**src/rtl/mem_port_arbiter_if.sv**
```systemverilog
// Handshake bundle between the fetch/data requesters, the arbiter and the memory port.
// The master view belongs to the arbiter; the slave view to whatever drives requests and memory.
interface mem_port_arbiter_if #(
   parameter int AW = 32,
   parameter int DW = 32
) ();
   logic          i_req;
   logic [AW-1:0] i_addr;
   logic          i_gnt;
   logic          i_rvalid;
   logic [DW-1:0] i_rdata;
   logic          i_err;
   logic          d_req;
   logic          d_we;
   logic [AW-1:0] d_addr;
   logic [DW-1:0] d_wdata;
   logic [3:0]    d_wstrb;
   logic          d_gnt;
   logic          d_rvalid;
   logic [DW-1:0] d_rdata;
   logic          d_err;
   logic          m_req;
   logic          m_we;
   logic [AW-1:0] m_addr;
   logic [DW-1:0] m_wdata;
   logic [3:0]    m_wstrb;
   logic          m_ready;
   logic          m_rvalid;
   logic [DW-1:0] m_rdata;

   modport master (
      input  i_req, i_addr, d_req, d_we, d_addr, d_wdata, d_wstrb,
      input  m_ready, m_rvalid, m_rdata,
      output i_gnt, i_rvalid, i_rdata, i_err,
      output d_gnt, d_rvalid, d_rdata, d_err,
      output m_req, m_we, m_addr, m_wdata, m_wstrb
   );

   modport slave (
      output i_req, i_addr, d_req, d_we, d_addr, d_wdata, d_wstrb,
      output m_ready, m_rvalid, m_rdata,
      input  i_gnt, i_rvalid, i_rdata, i_err,
      input  d_gnt, d_rvalid, d_rdata, d_err,
      input  m_req, m_we, m_addr, m_wdata, m_wstrb
   );
endinterface

```
**src/rtl/mem_port_arbiter.sv**
```systemverilog
// Shares one memory port between fetch and load/store; one transaction in flight, data first,
// with a streak limit so fetch is never starved, and an abort-with-error on memory timeout.
module mem_port_arbiter #(
   parameter int AW           = 32,
   parameter int DW           = 32,
   parameter int MAX_D_STREAK = 4,
   parameter int TIMEOUT      = 16
) (
   input logic                clk,
   input logic                rst_n,
   mem_port_arbiter_if.master bus
);
   localparam int SW = $clog2(MAX_D_STREAK + 1);
   localparam int TW = $clog2(TIMEOUT + 1);
   localparam logic [SW-1:0] STREAK_MAX   = SW'(MAX_D_STREAK);
   localparam logic [TW-1:0] TIMEOUT_LAST = TW'(TIMEOUT - 1);

   typedef enum logic [1:0] {IDLE, ISSUE, WAIT} state_t;

   state_t        state;
   logic          owner_d;
   logic [SW-1:0] streak;
   logic [TW-1:0] tcount;
   logic          win_d;
   logic          win_i;
   logic          in_wait;

   always_comb begin
      win_d = bus.d_req && !(bus.i_req && (streak == STREAK_MAX));
      win_i = bus.i_req && !win_d;
   end

   // Responses are only honoured while waiting; late ones after a timeout fall on the floor.
   assign in_wait      = (state == WAIT);
   assign bus.i_rvalid = in_wait && !owner_d && bus.m_rvalid;
   assign bus.d_rvalid = in_wait &&  owner_d && bus.m_rvalid;
   assign bus.i_rdata  = (in_wait && !owner_d) ? bus.m_rdata : {DW{1'b0}};
   assign bus.d_rdata  = (in_wait &&  owner_d) ? bus.m_rdata : {DW{1'b0}};

   always_ff @(posedge clk or negedge rst_n) begin
      if (!rst_n) begin
         state       <= IDLE;
         owner_d     <= 1'b0;
         streak      <= '0;
         tcount      <= '0;
         bus.i_gnt   <= 1'b0;
         bus.d_gnt   <= 1'b0;
         bus.i_err   <= 1'b0;
         bus.d_err   <= 1'b0;
         bus.m_req   <= 1'b0;
         bus.m_we    <= 1'b0;
         bus.m_addr  <= {AW{1'b0}};
         bus.m_wdata <= {DW{1'b0}};
         bus.m_wstrb <= 4'h0;
      end else begin
         bus.i_gnt <= 1'b0;
         bus.d_gnt <= 1'b0;
         bus.i_err <= 1'b0;
         bus.d_err <= 1'b0;
         case (state)
            IDLE: begin
               if (win_d) begin
                  owner_d     <= 1'b1;
                  bus.d_gnt   <= 1'b1;
                  bus.m_req   <= 1'b1;
                  bus.m_we    <= bus.d_we;
                  bus.m_addr  <= bus.d_addr;
                  bus.m_wdata <= bus.d_wdata;
                  bus.m_wstrb <= bus.d_wstrb;
                  // Only a grant that made fetch wait counts toward the streak.
                  if (bus.i_req)
                     streak <= (streak == STREAK_MAX) ? streak : streak + 1'b1;
                  else
                     streak <= '0;
                  state <= ISSUE;
               end else if (win_i) begin
                  owner_d     <= 1'b0;
                  bus.i_gnt   <= 1'b1;
                  bus.m_req   <= 1'b1;
                  bus.m_we    <= 1'b0;
                  bus.m_addr  <= bus.i_addr;
                  bus.m_wdata <= {DW{1'b0}};
                  bus.m_wstrb <= 4'h0;
                  streak      <= '0;
                  state       <= ISSUE;
               end
            end
            ISSUE: begin
               if (bus.m_ready) begin
                  bus.m_req <= 1'b0;
                  tcount    <= '0;
                  state     <= WAIT;
               end
            end
            WAIT: begin
               if (bus.m_rvalid) begin
                  state <= IDLE;
               end else if (tcount == TIMEOUT_LAST) begin
                  if (owner_d) bus.d_err <= 1'b1;
                  else         bus.i_err <= 1'b1;
                  state <= IDLE;
               end else begin
                  tcount <= tcount + 1'b1;
               end
            end
            default: state <= IDLE;
         endcase
      end
   end
endmodule

```
**src/flat_wrapper.sv**
```systemverilog
// flat-port wrapper written by rule: the top's interface ports become plain ports
module mem_port_arbiter_flat 
#(
   parameter int AW           = 32,
   parameter int DW           = 32,
   parameter int MAX_D_STREAK = 4,
   parameter int TIMEOUT      = 16
)
  (clk, rst_n, bus_i_req, bus_i_addr, bus_d_req, bus_d_we, bus_d_addr, bus_d_wdata, bus_d_wstrb, bus_m_ready, bus_m_rvalid, bus_m_rdata, bus_i_gnt, bus_i_rvalid, bus_i_rdata, bus_i_err, bus_d_gnt, bus_d_rvalid, bus_d_rdata, bus_d_err, bus_m_req, bus_m_we, bus_m_addr, bus_m_wdata, bus_m_wstrb);
  mem_port_arbiter_if #(.AW(AW), .DW(DW)) bus_i ();
  input logic clk;
  input logic rst_n;
  input wire logic [$bits(bus_i.i_req)-1:0] bus_i_req;
  input wire logic [$bits(bus_i.i_addr)-1:0] bus_i_addr;
  input wire logic [$bits(bus_i.d_req)-1:0] bus_d_req;
  input wire logic [$bits(bus_i.d_we)-1:0] bus_d_we;
  input wire logic [$bits(bus_i.d_addr)-1:0] bus_d_addr;
  input wire logic [$bits(bus_i.d_wdata)-1:0] bus_d_wdata;
  input wire logic [$bits(bus_i.d_wstrb)-1:0] bus_d_wstrb;
  input wire logic [$bits(bus_i.m_ready)-1:0] bus_m_ready;
  input wire logic [$bits(bus_i.m_rvalid)-1:0] bus_m_rvalid;
  input wire logic [$bits(bus_i.m_rdata)-1:0] bus_m_rdata;
  output wire logic [$bits(bus_i.i_gnt)-1:0] bus_i_gnt;
  output wire logic [$bits(bus_i.i_rvalid)-1:0] bus_i_rvalid;
  output wire logic [$bits(bus_i.i_rdata)-1:0] bus_i_rdata;
  output wire logic [$bits(bus_i.i_err)-1:0] bus_i_err;
  output wire logic [$bits(bus_i.d_gnt)-1:0] bus_d_gnt;
  output wire logic [$bits(bus_i.d_rvalid)-1:0] bus_d_rvalid;
  output wire logic [$bits(bus_i.d_rdata)-1:0] bus_d_rdata;
  output wire logic [$bits(bus_i.d_err)-1:0] bus_d_err;
  output wire logic [$bits(bus_i.m_req)-1:0] bus_m_req;
  output wire logic [$bits(bus_i.m_we)-1:0] bus_m_we;
  output wire logic [$bits(bus_i.m_addr)-1:0] bus_m_addr;
  output wire logic [$bits(bus_i.m_wdata)-1:0] bus_m_wdata;
  output wire logic [$bits(bus_i.m_wstrb)-1:0] bus_m_wstrb;
  assign bus_i.i_req = bus_i_req;
  assign bus_i.i_addr = bus_i_addr;
  assign bus_i.d_req = bus_d_req;
  assign bus_i.d_we = bus_d_we;
  assign bus_i.d_addr = bus_d_addr;
  assign bus_i.d_wdata = bus_d_wdata;
  assign bus_i.d_wstrb = bus_d_wstrb;
  assign bus_i.m_ready = bus_m_ready;
  assign bus_i.m_rvalid = bus_m_rvalid;
  assign bus_i.m_rdata = bus_m_rdata;
  assign bus_i_gnt = bus_i.i_gnt;
  assign bus_i_rvalid = bus_i.i_rvalid;
  assign bus_i_rdata = bus_i.i_rdata;
  assign bus_i_err = bus_i.i_err;
  assign bus_d_gnt = bus_i.d_gnt;
  assign bus_d_rvalid = bus_i.d_rvalid;
  assign bus_d_rdata = bus_i.d_rdata;
  assign bus_d_err = bus_i.d_err;
  assign bus_m_req = bus_i.m_req;
  assign bus_m_we = bus_i.m_we;
  assign bus_m_addr = bus_i.m_addr;
  assign bus_m_wdata = bus_i.m_wdata;
  assign bus_m_wstrb = bus_i.m_wstrb;
  mem_port_arbiter #(.AW(AW), .DW(DW), .MAX_D_STREAK(MAX_D_STREAK), .TIMEOUT(TIMEOUT)) u_core (.clk(clk), .rst_n(rst_n), .bus(bus_i));
endmodule
```
**config.mk**
```make
export PLATFORM = sky130hd
export DESIGN_NAME = mem_port_arbiter_flat
export DESIGN_NICKNAME = d
export VERILOG_FILES = /design/src/rtl/mem_port_arbiter_if.sv /design/src/rtl/mem_port_arbiter.sv /design/src/flat_wrapper.sv
export SDC_FILE = /design/constraint.sdc
export NUM_CORES = 1
export LEC_CHECK = 0
export ABC_AREA = 1
export BUFFER_PORTS_ARGS = -buffer_cell sky130_fd_sc_hd__buf_4
export CORE_AREA = 2 2 109 111
export DETAILED_ROUTE_END_ITERATION = 7
export DIE_AREA = 0 0 111 113
export PLACE_DENSITY = 0.7
export SYNTH_ARGS = -nofsm -noshare
export SYNTH_HDL_FRONTEND = slang
export SYNTH_SLANG_ARGS = --single-unit
```
**constraint.sdc**
```tcl
create_clock -name clk -period 2.41 [get_ports clk]
set_input_delay 0.3615 -clock clk [delete_from_list [all_inputs] [get_ports clk]]
set_output_delay 0.3615 -clock clk [all_outputs]
set_load 0.03 [all_outputs]
```
==> metrics.txt, run 1 <==
GRT Total Usage 21.0%; antenna diode count 0; chip width 111 µm; First-pass DRT Iterations 4; DRC viols 0; buffers and inverters on the worst path 3; CTS tree built; slowest CP cell dfrtp_1; GPL Wtd Cong 0.833; Sink Count 85; Max-slew headroom 50.6%; CTS Hold Buffers Added 0; Hold Path Class input port to async pin; antenna violations before repair 0; Max-Cap Viols 0; Initial Utilization 38.1%; IO Count between 200 and 300; post-synthesis xor/xnor area fraction 0%; YS warnings 0; Yosys reg bits 85; Synth Cell Area 0.00430 mm²; Static Leak around 4.0 nW; Adder-Cell Fraction of Synth Area 1.16%; largest family of logic cells by synthesized area simple AND/OR/NAND/NOR gates; largest net degree at the start of global routing 75; Max H-tree Level 3; Core Region 0.0113 mm²; WP data required 2.05 ns; row count 39; post-CTS setup buffer count 0; ratio of cells with drive above 1 in the final layout 35.7%; clock latency on the worst-skew pair 0.33 ns; mux contribution to synthesized area 0%; status complete, no violations; Clock transition at path regs 0.06 ns; Peak VDD IR 563 µV; Synth Area in Compound Gates 1.11%; PwrDens 1180 mW/mm²; Simple-Gate Fraction of Synth Area 37.9%; ranking of synthesized cells by area dfrtp_1 (50%), nand2_1 (20%), inv_1 (6.6%), nor2_1 (6.5%), nand3b_1 (5.6%); Post-Syn Instances 589; fin crit period 2.04 ns; DIE AREA 0.0125 mm²; Setup Crit Path Kind flop to output pin; Worst Setup End Kind output pin; Clock Tree Buf Depth 2; fin crit share 84.5%; Detailed Place HPWL 10100 µm; unrepaired setup endpoints after global routing false; root buffer cell clkbuf_16; cells resized by post-CTS repair 0; fmax roughly 500 MHz; CP startpoint kind flop; per-cell routed wire length around 13 µm; GR Util met3 a little over 4%; register area share after synthesis between 40 and 50%; vias between 4000 and 5000; first-pass GRT wire length 21400 µm; cells along the critical path inv_1 > nor2_1 > nand2_1 > buf_4 > nor2_1 > buf_4; Syn Nets 732; Core Util, Final 60.3%; final hold violations 0; most frequent cells in the layout buf_4 (283), nand2_1 (232), dfrtp_1 (85), inv_1 (75), nor2_1 (74); Worst R2R Setup Slack roughly 0.7 ns; Clock Skews 0.00816 ns; placement-stage cell area approximately 0.0065 mm²; most common cell after layout, fill and taps aside buf_4; leading area contributor after synthesis dfrtp_1; fin area 0.00680 mm²; PortBufs approximately 280; drt total wl 13500 µm; CP delay by family, top buffers and inverters; Final Slew Violations 0; WP data arrival 1.68 ns; Slew @ Worst Pin 0.741 ns; Via density 4.60; busiest grt layer met2; Setup TNS 0 ns; Synth top area share 49.5%; Post-layout nets about 1000; Syn Area/Cell 7.29 µm²; Min Hold Slack 0.00139 ns; CP max FO 34; Layout area overhead 58.2%; number of routed nets with antenna violations 0; M1 GR Usage 25.4%; CTS Buf Count 9; number of global-route vias before repair 4434; die height 113 µm; initial drt markers 262; final count of negative-setup-slack endpoints 0; library cells used by synthesis 20; total gr overflow 0; CP peak stage delay 0.39 ns; M2 GR Usage 37.8%
-- cells in the mapped netlist --
master / n
nand2_1: 232
dfrtp_1: 85
inv_1: 75
nor2_1: 74
nand3_1: 37
nand3b_1: 32
buf_2: 14
clkbuf_1: 14
o21ai_0: 7
ha_1: 4
buf_6: 3
inv_2: 2
nand2_2: 2
nor3_1: 2
nand3_2: 1
nand4_1: 1
nor3b_1: 1
o21ai_1: 1
o31ai_1: 1
or2_2: 1
-- logic make-up (layout without fill, tap and decap cells) --
group           count (synthesis)  after routing
simple gates                  383            383
compound gates                  9              9
fa+ha+maj                       4              4
flops                          85             85
buf+inv                       108            378
-- per-layer routing --
metal / routed length, µm / up-vias
li1: - / 2288
met1: 5340 / 2129
met3: 785 / 20
met5: 0 / -
met4: 245 / 0
met2: 7100 / 169
-- through the flow --
stage	cells	setup WS, ns	total power, mW
floorplan	589	0.675	5.01
global placement	986	0.712	6.63
detailed placement	986	0.658	6.70
CTS	1002	0.381	8.13
global route	1002	0.214	8.58
finish	1002	0.372	8.04
-- cell type report --
class / instances / area [µm²]
inverter: 77 / 289
clock buffer: 10 / 229
multi-input combinational: 396 / 1740
timing repair buffer: 285 / 2160
sequential: 85 / 2130
clock inverter: 6 / 71.3
fill: 1027 / 4480
tap: 143 / 179
-- registers in the layout, indices dropped and copies added (netlist names), 2 cells and up --
signal	count
u_core.streak	3
u_core.state	2
u_core.bus.m_wstrb	4
u_core.bus.m_addr	32
u_core.tcount	5
u_core.bus.m_wdata	32
-- power breakdown --
group / switching (mW) / total (mW) / internal [mW]
registers: 0.369 / 2.41 / 2.04
logic: 2.75 / 4.24 / 1.49
clock network: 0.583 / 1.40 / 0.815
total: 3.70 / 8.04 / 4.34
-- worst paths after layout --
kind,start,endpoint,cells past startpoint
min in group clk,bus_m_rvalid,u_core.bus.i_err,2
max reg2reg,u_core.streak[0],u_core.bus.m_wdata[22],9
min reg2reg,u_core.bus.m_addr[12],u_core.bus.m_addr[12],2
max in group asynchronous,rst_n,u_core.bus.m_addr[26],2
max,u_core.state[1],bus_i_rdata[11],6
min,rst_n,u_core.bus.m_wdata[14],1
No activity file was read; power rests on OpenSTA's default activity.
==> inputs of run 2 (changes only) <==
- CORE_AREA: 2 2 109 111 -> 2 2 110 112
- DIE_AREA: 0 0 111 113 -> 0 0 112 114
- PLACE_DENSITY: 0.7 -> 0.69
- clock period: 2.41 -> 1.9 ns (I/O delays scaled with it)
==> metrics.txt, run 2 (synthesis results as in run 1) <==
most frequent cells in the layout buf_4 (284), nand2_1 (232), dfrtp_1 (85), inv_1 (75), nor2_1 (70); largest net degree at the start of global routing 75 (unchanged); placement-stage cell area 0.00654 mm² (+0.62%); fin crit share between 90% and 100%; status complete, no violations; CP Launch Point u_core.state[0]; WP data required 1.62 ns (-0.43 ns); GPL Wtd Cong 0.893 (+7.3%); Layout area overhead 60.5%; DRC viols 0 (unchanged); CP startpoint kind flop; Initial Utilization 36.7% (-1.4 points); PwrDens 1500 mW/mm² (+27%); unrepaired setup endpoints after global routing true; Static Leak 4.08 nW (+0.86%); row count 40 (+2.6%); Worst Setup End Kind output pin; final hold violations 0 (unchanged); HP Start bus_m_rvalid; Via density 4.68 (+1.8%); Max-Cap Viols 0 (unchanged); most common cell after layout, fill and taps aside buf_4; R2R Path Start u_core.tcount[0]; First-pass DRT Iterations 4 (unchanged); total gr overflow 0 (unchanged); buffers and inverters on the worst path 2 (-1); Sink Count 85 (unchanged); final count of negative-setup-slack endpoints 0 (unchanged); clock latency on the worst-skew pair 0.34 ns (about the same); Setup Crit Path Kind flop to output pin; Peak VDD IR 827 µV (+47%); root buffer cell clkbuf_16; fill count 1101 (+7.2%); WP data arrival 1.56 ns (-0.12 ns); Post-Place Cells 993 (+0.71%); vias 4742 (+3.0%); Post-layout nets 1002 (+0.50%); per-cell routed wire length 15.2 µm (+13%); fin crit period 1.84 ns; chip width 112 µm (+0.90%); IO Count 279 (unchanged); antenna violations before repair 2 (+2); Top Registers u_core.bus.m_addr (32), u_core.bus.m_wdata (32), u_core.tcount (5); initial drt markers 268 (+2.3%); number of global-route vias before repair 4667 (+5.3%); Core Util, Final 58.9% (-1.4 points); PortBufs 278 (unchanged); GRT Total Usage 23.6% (+2.6 points); Max H-tree Level 3 (unchanged); slowest CP cell dfrtp_1; CTS tree built; first-pass GRT wire length 23600 µm (+10%); CP max FO 34 (unchanged); ratio of cells with drive above 1 in the final layout 36.5% (+0.72 points); Clock transition at path regs 0.06 ns (about the same); fin area 0.00690 mm² (+1.5%); Detailed Place HPWL 11800 µm (+17%); Clock Tree Buf Depth 2 (unchanged); Final Slew Violations 0 (unchanged); Slew @ Worst Pin 0.770 ns (+0.0288 ns); fmax 542 MHz; Core Region 0.0117 mm² (+3.9%); CP peak stage delay 0.43 ns (+0.04 ns); total power 10.3 mW (+29%); DIE AREA 0.0128 mm² (+1.8%); cells along the critical path nor2_4 > nand2_1 > buf_8 > nor2_1 > buf_4; die height 114 µm (+0.88%); Max-slew headroom 48.7% (-1.9 points); Non-Filler Instances 1013 (+1.1%); Clock Skews 0.00488 ns (-0.00328 ns); drt total wl 15400 µm (+14%); CP delay by family, top flip-flops; Hold Path Class input port to flop; CTS Buf Count 9 (unchanged); number of routed nets with antenna violations 0 (unchanged)
-- run 2: cell count changes in the layout (fill, tap and decap cells not counted), sizes merged --
cell,before,now
diode,0,2
buf,285,289
inv,79,77
clkinv,2,5
clkinvlp,1,0
dlygate4sd3,0,1
-- run 2: layer usage --
metal	up-vias	wire length, µm	global-route usage (%)
met5	-	0	0
met1	2220	5740	26.5
met3	30	974	5.31
met4	0	488	9.51
li1	2310	-	-
met2	182	8180	43.4
-- run 2: final timing paths --
kind | cells after the start | slack, ns | endpoint
worst min register to register | 2 | 0.48 | u_core.bus.m_wdata[27]
worst max register to register | 9 | 0.16 | u_core.tcount[3]
max in group asynchronous | 3 | 0.78 | u_core.bus.m_addr[8]
min in group asynchronous | 2 | 0.48 | u_core.bus.m_wdata[27]
worst min-delay path | 2 | 0.12 | u_core.bus.d_err
worst max-delay path | 5 | 0.06 | bus_d_rdata[8]
-- run 2: cell type report --
class                   instances  area, µm²  share of cell area, %
diodes                          2       5.00                 0.0726
clock buffers                  10        229                   3.32
clock inverters                 6       73.8                   1.07
inverters                      77        289                   4.19
multi-input cells             396       1760                   25.5
flip-flops and latches         85       2130                   30.8
well taps                     147        184                   2.67
repair buffers                290       2230                   32.3
-- run 2: where the power goes --
group / total (mW) / leakage, nW / internal (mW) / switching (mW)
registers: 3.06 / 1.07 / 2.58 / 0.479
logic: 5.53 / 2.86 / 1.95 / 3.59
clock network: 1.75 / 0.147 / 1.03 / 0.717
-- run 2: repair_timing --
action | CTS | global route
hold buffers | 1 | 0
gates resized for setup | 6 | 4
hold endpoints to repair | 37 | 0
setup buffers | 0 | 1
setup endpoints to repair | 66 | 66
-- run 2: through the flow --
step	setup TNS, ns	hold slack (ns)	setup WS, ns
after floorplan	0	-0.0106	0.242
after global placement	0	0.293	0.145
after global routing	-0.00831	0.120	-0.00466
after CTS	0	0.120	0.0113
final	0	0.125	0.0560
after detailed placement	0	0.307	0.168
